`src/rtl/mem_pkg.sv`:
```
// mem_pkg: shared FSM state type, width defaults and wait-counter width for mem_port_ctrl
package mem_pkg;
    localparam int ADDR_W_DEF = 11;
    localparam int DATA_W_DEF = 32;
    localparam int CNT_W      = 8;
    typedef enum logic [1:0] {IDLE, RD_WAIT, WR_WAIT, RSP} state_e;
endpackage

```
`src/rtl/mem_port_ctrl.sv`:
```
// mem_port_ctrl: single-outstanding request/response bridge onto a split read/write memory port
//   clk, resetn            : rising-edge clock, asynchronous active-low reset
//   req_valid/ready/we/adrs/wdata : upstream request channel (accepted only in IDLE)
//   rsp_valid/ready/rdata/err     : response channel, held stable until consumed
//   mem_w_en/mem_w_adrs/mem_data_in, mem_r_en1/mem_r_adrs1 : registered memory command outputs
//   mem_w_valid1/mem_r_valid1/mem_data_out1                : memory completion strobes and read data
//   Optional macro MEM_PORT_TIMEOUT_EN enables a wait-state timeout that answers with rsp_err=1.
module mem_port_ctrl
    import mem_pkg::*;
#(
    parameter int ADDR_W         = ADDR_W_DEF,
    parameter int DATA_W         = DATA_W_DEF,
    parameter int TIMEOUT_CYCLES = 15
) (
    input  logic              clk,
    input  logic              resetn,
    input  logic              req_valid,
    output logic              req_ready,
    input  logic              req_we,
    input  logic [ADDR_W-1:0] req_adrs,
    input  logic [DATA_W-1:0] req_wdata,
    output logic              rsp_valid,
    input  logic              rsp_ready,
    output logic [DATA_W-1:0] rsp_rdata,
    output logic              rsp_err,
    output logic              mem_w_en,
    output logic              mem_r_en1,
    output logic [ADDR_W-1:0] mem_w_adrs,
    output logic [ADDR_W-1:0] mem_r_adrs1,
    output logic [DATA_W-1:0] mem_data_in,
    input  logic              mem_w_valid1,
    input  logic              mem_r_valid1,
    input  logic [DATA_W-1:0] mem_data_out1
);
    if (TIMEOUT_CYCLES < 1 || TIMEOUT_CYCLES > 255) begin : g_bad_timeout
        $error("TIMEOUT_CYCLES must be within 1..255");
    end

    state_e            state_q, state_d;
    logic              req_ready_q, req_ready_d;
    logic              mem_w_en_q, mem_w_en_d;
    logic              mem_r_en1_q, mem_r_en1_d;
    logic [ADDR_W-1:0] mem_w_adrs_q, mem_w_adrs_d;
    logic [ADDR_W-1:0] mem_r_adrs1_q, mem_r_adrs1_d;
    logic [DATA_W-1:0] mem_data_in_q, mem_data_in_d;
    logic [DATA_W-1:0] rsp_rdata_q, rsp_rdata_d;
    logic              rsp_err_q, rsp_err_d;
    logic              accept;
    logic              timeout;

    assign accept = req_valid & req_ready_q;

`ifdef MEM_PORT_TIMEOUT_EN
    localparam logic [CNT_W-1:0] TMO = CNT_W'(TIMEOUT_CYCLES);
    logic [CNT_W-1:0] cnt_q, cnt_d;
    logic             in_wait;
    assign in_wait = state_q == RD_WAIT || state_q == WR_WAIT;
    // acceptance is the only way into a WAIT state, so it doubles as the clear-on-entry
    always_comb cnt_d = accept ? '0 : (in_wait && cnt_q != '1) ? cnt_q + 1'b1 : cnt_q;
    always_ff @(posedge clk or negedge resetn)
        if (!resetn) cnt_q <= '0;
        else         cnt_q <= cnt_d;
    assign timeout = in_wait && cnt_q >= TMO;
`else
    assign timeout = 1'b0;
`endif

    always_comb begin
        state_d       = state_q;
        mem_w_en_d    = 1'b0;
        mem_r_en1_d   = 1'b0;
        mem_w_adrs_d  = mem_w_adrs_q;
        mem_r_adrs1_d = mem_r_adrs1_q;
        mem_data_in_d = mem_data_in_q;
        rsp_rdata_d   = rsp_rdata_q;
        rsp_err_d     = rsp_err_q;
        case (state_q)
            IDLE: if (accept) begin
                state_d     = req_we ? WR_WAIT : RD_WAIT;
                mem_w_en_d  = req_we;
                mem_r_en1_d = !req_we;
                if (req_we) begin
                    mem_w_adrs_d  = req_adrs;
                    mem_data_in_d = req_wdata;
                end else begin
                    mem_r_adrs1_d = req_adrs;
                end
            end
            // a real completion wins over a timeout landing in the same cycle
            RD_WAIT: if (mem_r_valid1 || timeout) begin
                state_d     = RSP;
                rsp_rdata_d = mem_r_valid1 ? mem_data_out1 : '0;
                rsp_err_d   = !mem_r_valid1;
            end
            WR_WAIT: if (mem_w_valid1 || timeout) begin
                state_d     = RSP;
                rsp_rdata_d = '0;
                rsp_err_d   = !mem_w_valid1;
            end
            RSP: if (rsp_ready) state_d = IDLE;
        endcase
        // registered so ready stays low through reset and rises on the first edge after release
        req_ready_d = state_d == IDLE;
    end

    always_ff @(posedge clk or negedge resetn) begin
        if (!resetn) begin
            state_q       <= IDLE;
            req_ready_q   <= 1'b0;
            mem_w_en_q    <= 1'b0;
            mem_r_en1_q   <= 1'b0;
            mem_w_adrs_q  <= '0;
            mem_r_adrs1_q <= '0;
            mem_data_in_q <= '0;
            rsp_rdata_q   <= '0;
            rsp_err_q     <= 1'b0;
        end else begin
            state_q       <= state_d;
            req_ready_q   <= req_ready_d;
            mem_w_en_q    <= mem_w_en_d;
            mem_r_en1_q   <= mem_r_en1_d;
            mem_w_adrs_q  <= mem_w_adrs_d;
            mem_r_adrs1_q <= mem_r_adrs1_d;
            mem_data_in_q <= mem_data_in_d;
            rsp_rdata_q   <= rsp_rdata_d;
            rsp_err_q     <= rsp_err_d;
        end
    end

    assign req_ready   = req_ready_q;
    assign rsp_valid   = state_q == RSP;
    assign rsp_rdata   = rsp_rdata_q;
    assign rsp_err     = rsp_err_q;
    assign mem_w_en    = mem_w_en_q;
    assign mem_r_en1   = mem_r_en1_q;
    assign mem_w_adrs  = mem_w_adrs_q;
    assign mem_r_adrs1 = mem_r_adrs1_q;
    assign mem_data_in = mem_data_in_q;
endmodule

```
`config.mk`:
```
export PLATFORM = sky130hd
export DESIGN_NAME = mem_port_ctrl
export DESIGN_NICKNAME = d
export VERILOG_FILES = /design/src/rtl/mem_pkg.sv /design/src/rtl/mem_port_ctrl.sv
export SDC_FILE = /design/constraint.sdc
export NUM_CORES = 1
export LEC_CHECK = 0
export BUFFER_PORTS_ARGS = -buffer_cell sky130_fd_sc_hd__buf_2
export CAP_MARGIN = 25
export CORE_MARGIN = 4
export CORE_UTILIZATION = 25
export DETAILED_ROUTE_END_ITERATION = 6
export PLACE_DENSITY = 0.59
export RECOVER_POWER = 25
export SLEW_MARGIN = 20
export SYNTH_ARGS = -nofsm -noshare
export SYNTH_HDL_FRONTEND = slang
export SYNTH_SLANG_ARGS = --single-unit
```
`constraint.sdc`:
```
create_clock -name clk -period 1.5 [get_ports clk]
set_input_delay 0.15 -clock clk [delete_from_list [all_inputs] [get_ports clk]]
set_output_delay 0.15 -clock clk [all_outputs]
set_load 0.02 [all_outputs]
```
---- After elaboration in Yosys (flattened, before gate mapping) ----
Cells that the tools add are included.
word-level totals
  bits in registers ....................... 92
  input bits .............................. 82
  output and inout bits ................... 91
  logic and storage cells ................. 41
cells by class
  equal/unequal tests ..................... 5
  multiplexer cells ....................... 16
  bitwise operators ....................... 2
  reductions and logical operators ........ 9
operator list
  cell                                                                    number
  32-bit two-way mux                                                      2
  32-bit case mux with 2 select lines                                     1
  2-bit two-way mux                                                       5
  3-bit AND reduction                                                     3
  2-bit case mux with 4 select lines                                      1
  1-bit two-way mux                                                       6
  2-bit equality test (second input constant)                             2
  2-bit logical NOT                                                       2
  2-bit inequality test (second input constant)                           2
  1-bit logical NOT                                                       3
  2-bit by 1-bit equality test with 1-bit output (second input constant)  1
  1-bit case mux with 2 select lines                                      1
  2-bit nonzero test                                                      1
  1-bit AND                                                               1
  1-bit NOT                                                               1

---- Longest topological paths before layout ----
  word-level depth ........................ 4
  mapped depth ............................ 5
  depth with buffers taken out ............ 4

---- Worst setup path before layout ----
No wires, ideal clock.
  kind .................................... register to register
  start point ............................. reg state_q[1]
  end point ............................... reg mem_data_in_q[0] (netlist: mem_data_in[0])
  setup time .............................. 0.125 ns
  arrival ................................. 1.360 ns
  required time ........................... 1.375 ns
  slack ................................... 0.015 ns
  cell stages (with the launch flop) ...... 6
  buffers on the path ..................... 1
  clock period less this slack ............ 1.485 ns
  cell sequence ........................... dfrtp_1 > and4bb_1 > nand2_2 > inv_4 > buf_6 > mux2_4
on the way
  word-level cells in the longest chain between the ends .. 2
ends and longest elaborated chain
  what                                  RTL line              text
  start, declared                       mem_port_ctrl.sv:39   state_e state_q, state_d;
  start signal, assigned                mem_port_ctrl.sv:118  state_q <= state_d;
  2-bit logical NOT                     mem_port_ctrl.sv:77   case (state_q)
  3-bit AND reduction (no source line)  n/a
  end signal, assigned                  mem_port_ctrl.sv:124  mem_data_in_q <= mem_data_in_d;
  end, declared                         mem_port_ctrl.sv:45   logic [DATA_W-1:0] mem_data_in_q, mem_data_in_d;
Every way passes these cells.
A chain may end at the register's enable or synchronous reset.

---- Worst setup path after layout ----
  start point ............................. reg state_q[1]
  end point ............................... reg mem_data_in_q[26] (netlist: mem_data_in[26])
The elaborated chain is that of the path after synthesis.

==> load_flow_metrics.sql <==
INSERT INTO impl_metrics (metric_group, metric, value, unit) VALUES
('place', 'post_place_setup_slack', '-170.5', 'ps'),
('grt', 'globalRouteTotalUtil', '10.85', '%'),
('place', 'globalplace.congestion', '0.7895', ''),
('final_layout', 'num-fill-cells', '1344', ''),
('floorplan', 'core.rowCount', '43', ''),
('timing', 'finalSetupTns', '0', 'ps'),
('final_layout', 'commonest_non_fill_non_tap_cells_in_the_layout', 'buf_2, dfrtp_1, mux2_4', ''),
('drt', 'drt-pass1-iter-count', '4', ''),
('timing', 'timing.final.hold_violations', '0', ''),
('floorplan', 'floorplan.initialDensity', '25.59', '%'),
('yosys', 'postSynthAreaPerCell', '17.23', 'um^2'),
('critical_path', 'crit_arrival', '1720', 'ps'),
('cts', 'cts_max_path_buffers', '2', ''),
('yosys', 'yosysWarningCount', '0', ''),
('cts', 'cts-buffers-inserted', '9', ''),
('final_layout', 'diode_insertion_count_for_antenna_repair', '0', ''),
('timing', 'rsz_0062_raised_after_global_routing', 'true', ''),
('final_layout', 'num-nets-final', '479', ''),
('cts', 'clock_sinks', '92', ''),
('yosys', 'synth_largest_type_area_fraction', '64.56', '%'),
('pwr', 'power.ir.vdd_worst', '997.3', 'uV'),
('drt', 'via_per_inst', '4.334', ''),
('timing', 'fin_crit_sh', '99.88', '%'),
('yosys', 'synth_cells', '207', ''),
('pwr', 'total_chip_power', '11.60', 'mW'),
('drt', 'route.antenna.remaining_nets', '0', ''),
('yosys', 'mappedNetlistArea', '3566', 'um^2'),
('floorplan', 'die-height', '127.4', 'um'),
('critical_path', 'crit_end_element', 'flip-flop', ''),
('critical_path', 'crit_path_max_fanout', '11', ''),
('yosys', 'synth_cell_type_count', '21', ''),
('cts', 'clk-insertion-delay-late', '330', 'ps'),
('timing', 'tightest_slew', '651.2', 'ps'),
('cts', 'cts_max_level', '3', ''),
('timing', 'fmax', '0.6675', 'GHz'),
('grt', 'pin_count_of_the_biggest_net_entering_global_routing', '48', ''),
('place', 'portBuffers', '172', ''),
('yosys', 'synth.ff_latch_count', '92', ''),
('yosys', 'fraction_of_the_yosys_area_taken_by_sequential_cells', '64.56', '%'),
('grt', 'via_count_of_the_first_global_routing_pass', '2630', ''),
('critical_path', 'required', '1720', 'ps'),
('drt', 'drc', '0', ''),
('grt', 'gr-total-overflow', '0', ''),
('timing', 'fin_skew', '3.261', 'ps'),
('run_status', 'status', 'completed', ''),
('timing', 'post-route-worst-setup-slack', '1.762', 'ps'),
('final_layout', 'final_layout_size_suffix_gt1_share', '65.59', '%'),
('critical_path', 'timing.critical_path.from_type', 'flip-flop', ''),
('yosys', 'mappedNetlistNets', '289', ''),
('place', 'placed_standard_cell_area', '4683', 'um^2'),
('floorplan', 'io-pin-count', '173', ''),
('grt', 'grt_pass1_wl', '13.85', 'mm'),
('pwr', 'power_leakage', '2.724', 'nW'),
('yosys', 'synthTopCellsByArea', 'dfrtp_1, mux2_4, a22o_1, mux2_2, buf_6', ''),
('drt', 'drt-wirelength-per-cell', '15.69', 'um'),
('cts', 'root_buffer', 'clkbuf_16', ''),
('timing', 'report.final.slew_viol_count', '0', ''),
('floorplan', 'die_w', '127.4', 'um'),
('drt', 'total_detailed_routing_wirelength', '9.115', 'mm'),
('timing', 'layout_min_cycle_time', '1498', 'ps'),
('drt', 'vias', '2518', ''),
('floorplan', 'core_area', '13930', 'um^2'),
('final_layout', 'postLayoutCellArea', '5190', 'um^2'),
('final_layout', 'mostFrequentLayoutCell', 'buf_2', ''),
('place', 'dp.final_hpwl', '6.343', 'mm'),
('final_layout', 'register_area', '2302', 'um^2'),
('worst_hold_path', 'min-delay-path-class', 'in -> reg', ''),
('critical_path', 'crit_type', 'reg -> reg', ''),
('floorplan', 'die_area', '16240', 'um^2'),
('final_layout', 'syn_to_final_growth', '45.54', '%'),
('drt', 'dr.first_iter.drc_count', '71', ''),
('cts', 'cts.clk_slew.worst_paths', '60', 'ps'),
('pwr', 'power.density', '2236', 'nW/um^2'),
('cts', 'clock_tree_from_tritoncts', 'done', ''),
('grt', 'grt_antenna_before_repair', '0', ''),
('timing', 'timing.max_slew.rel_slack', '56.58', '%'),
('job', 'max_cap_violations', '0', ''),
('yosys', 'netlist.top_cell.by_area', 'dfrtp_1', ''),
('final_layout', 'multiInputGateArea', '1189', 'um^2'),
('timing', 'setup_viol', '0', '');
path summary, 6_finish.rpt:
check	cells past startpoint	end	startpoint	slack [ps]
setup / recovery	5	mem_data_in[26]	state_q[1]	2
hold / removal	2	rsp_rdata[9]	mem_data_out1[9]	40
setup reg to reg	5	mem_data_in[26]	state_q[1]	2
hold reg to reg	1	rsp_rdata[12]	rsp_rdata[12]	490
max in group asynchronous	3	mem_data_in[17]	resetn	280
min in group asynchronous	2	rsp_rdata[23]	resetn	370
power by group:
part | leakage [nW] | switching [mW] | internal, mW | total [mW]
Clock | 0.158 | 0.908 | 1.54 | 2.45
Combinational | 1.40 | 2.66 | 2.26 | 4.92
Sequential | 1.16 | 0.618 | 3.62 | 4.24
Total | 2.72 | 4.19 | 7.42 | 11.6
kinds of logic (layout without fill, tap and decap cells):
group           count (synthesis)  after routing  synth area share [%]
flops                          92             92                 64.56
mux                            54             54                 21.05
compound gates                 36             37                 8.912
buf+inv                        14            207                 3.334
simple gates                   11             11                 2.141
state kept, by name (all words and copies together), names as in the netlist:
signal,flops
mem_data_in,32
mem_w_adrs,11
mem_w_en,1
mem_r_en1,1
state_q,2
mem_r_adrs1,11
req_ready,1
rsp_err,1
rsp_rdata,32
layer usage:
layer / share of wire (%) / up-vias / track usage (%)
met5: 0 / - / 0
met4: 1.3 / 0 / 3.596
met3: 9.6 / 12 / 4.849
met2: 47 / 118 / 16.94
met1: 42 / 1252 / 13.43
li1: - / 1136 / -
metrics by stage:
stage | std cells | hold WS, ps | utilization (%)
floorplan | 207 | -145.6 | -
global placement | 557 | 82.67 | 33.61
detailed placement | 557 | 84.59 | 33.61
CTS | 574 | 14.05 | 36.19
global route | 581 | 21.16 | 37.25
finish | 581 | 38.10 | 37.25
Yosys cell counts, drive strengths merged:
master,number
inv,2
and3,1
nor2,1
o22ai,1
mux2,54
nand2,3
clkbuf,3
and3b,1
and2,2
nor3b,1
a31oi,1
dfrtp,92
buf,9
and4bb,1
a22o,32
nand4bb,1
a21oi,2
worst max-delay path, cell delays in order, from the launching register on:
cell      delay, ps
dfrtp_1         410
and4bb_1        320
nand2_4          90
clkinv_8        100
buf_12          150
mux2_4          310
layout make-up:
cell class              instances  area share [%]
clock buffers                  11           4.870
clock inverters                 4           1.398
inverters                       2          0.3857
multi-input cells             102           22.90
flip-flops and latches         92           44.36
well taps                     180           4.339
repair buffers                190           21.75
repair_timing:
item                                    in CTS  in global routing
resized for setup                            2                 11
hold buffers                                 1                  0
endpoints found under the setup margin      52                 55
cloned                                       1                  4
hold endpoints to repair                    25                  0
buffers inserted                             0                  3
pin swaps                                    1                  1
Note: power is estimated with default switching activity, not from simulation.
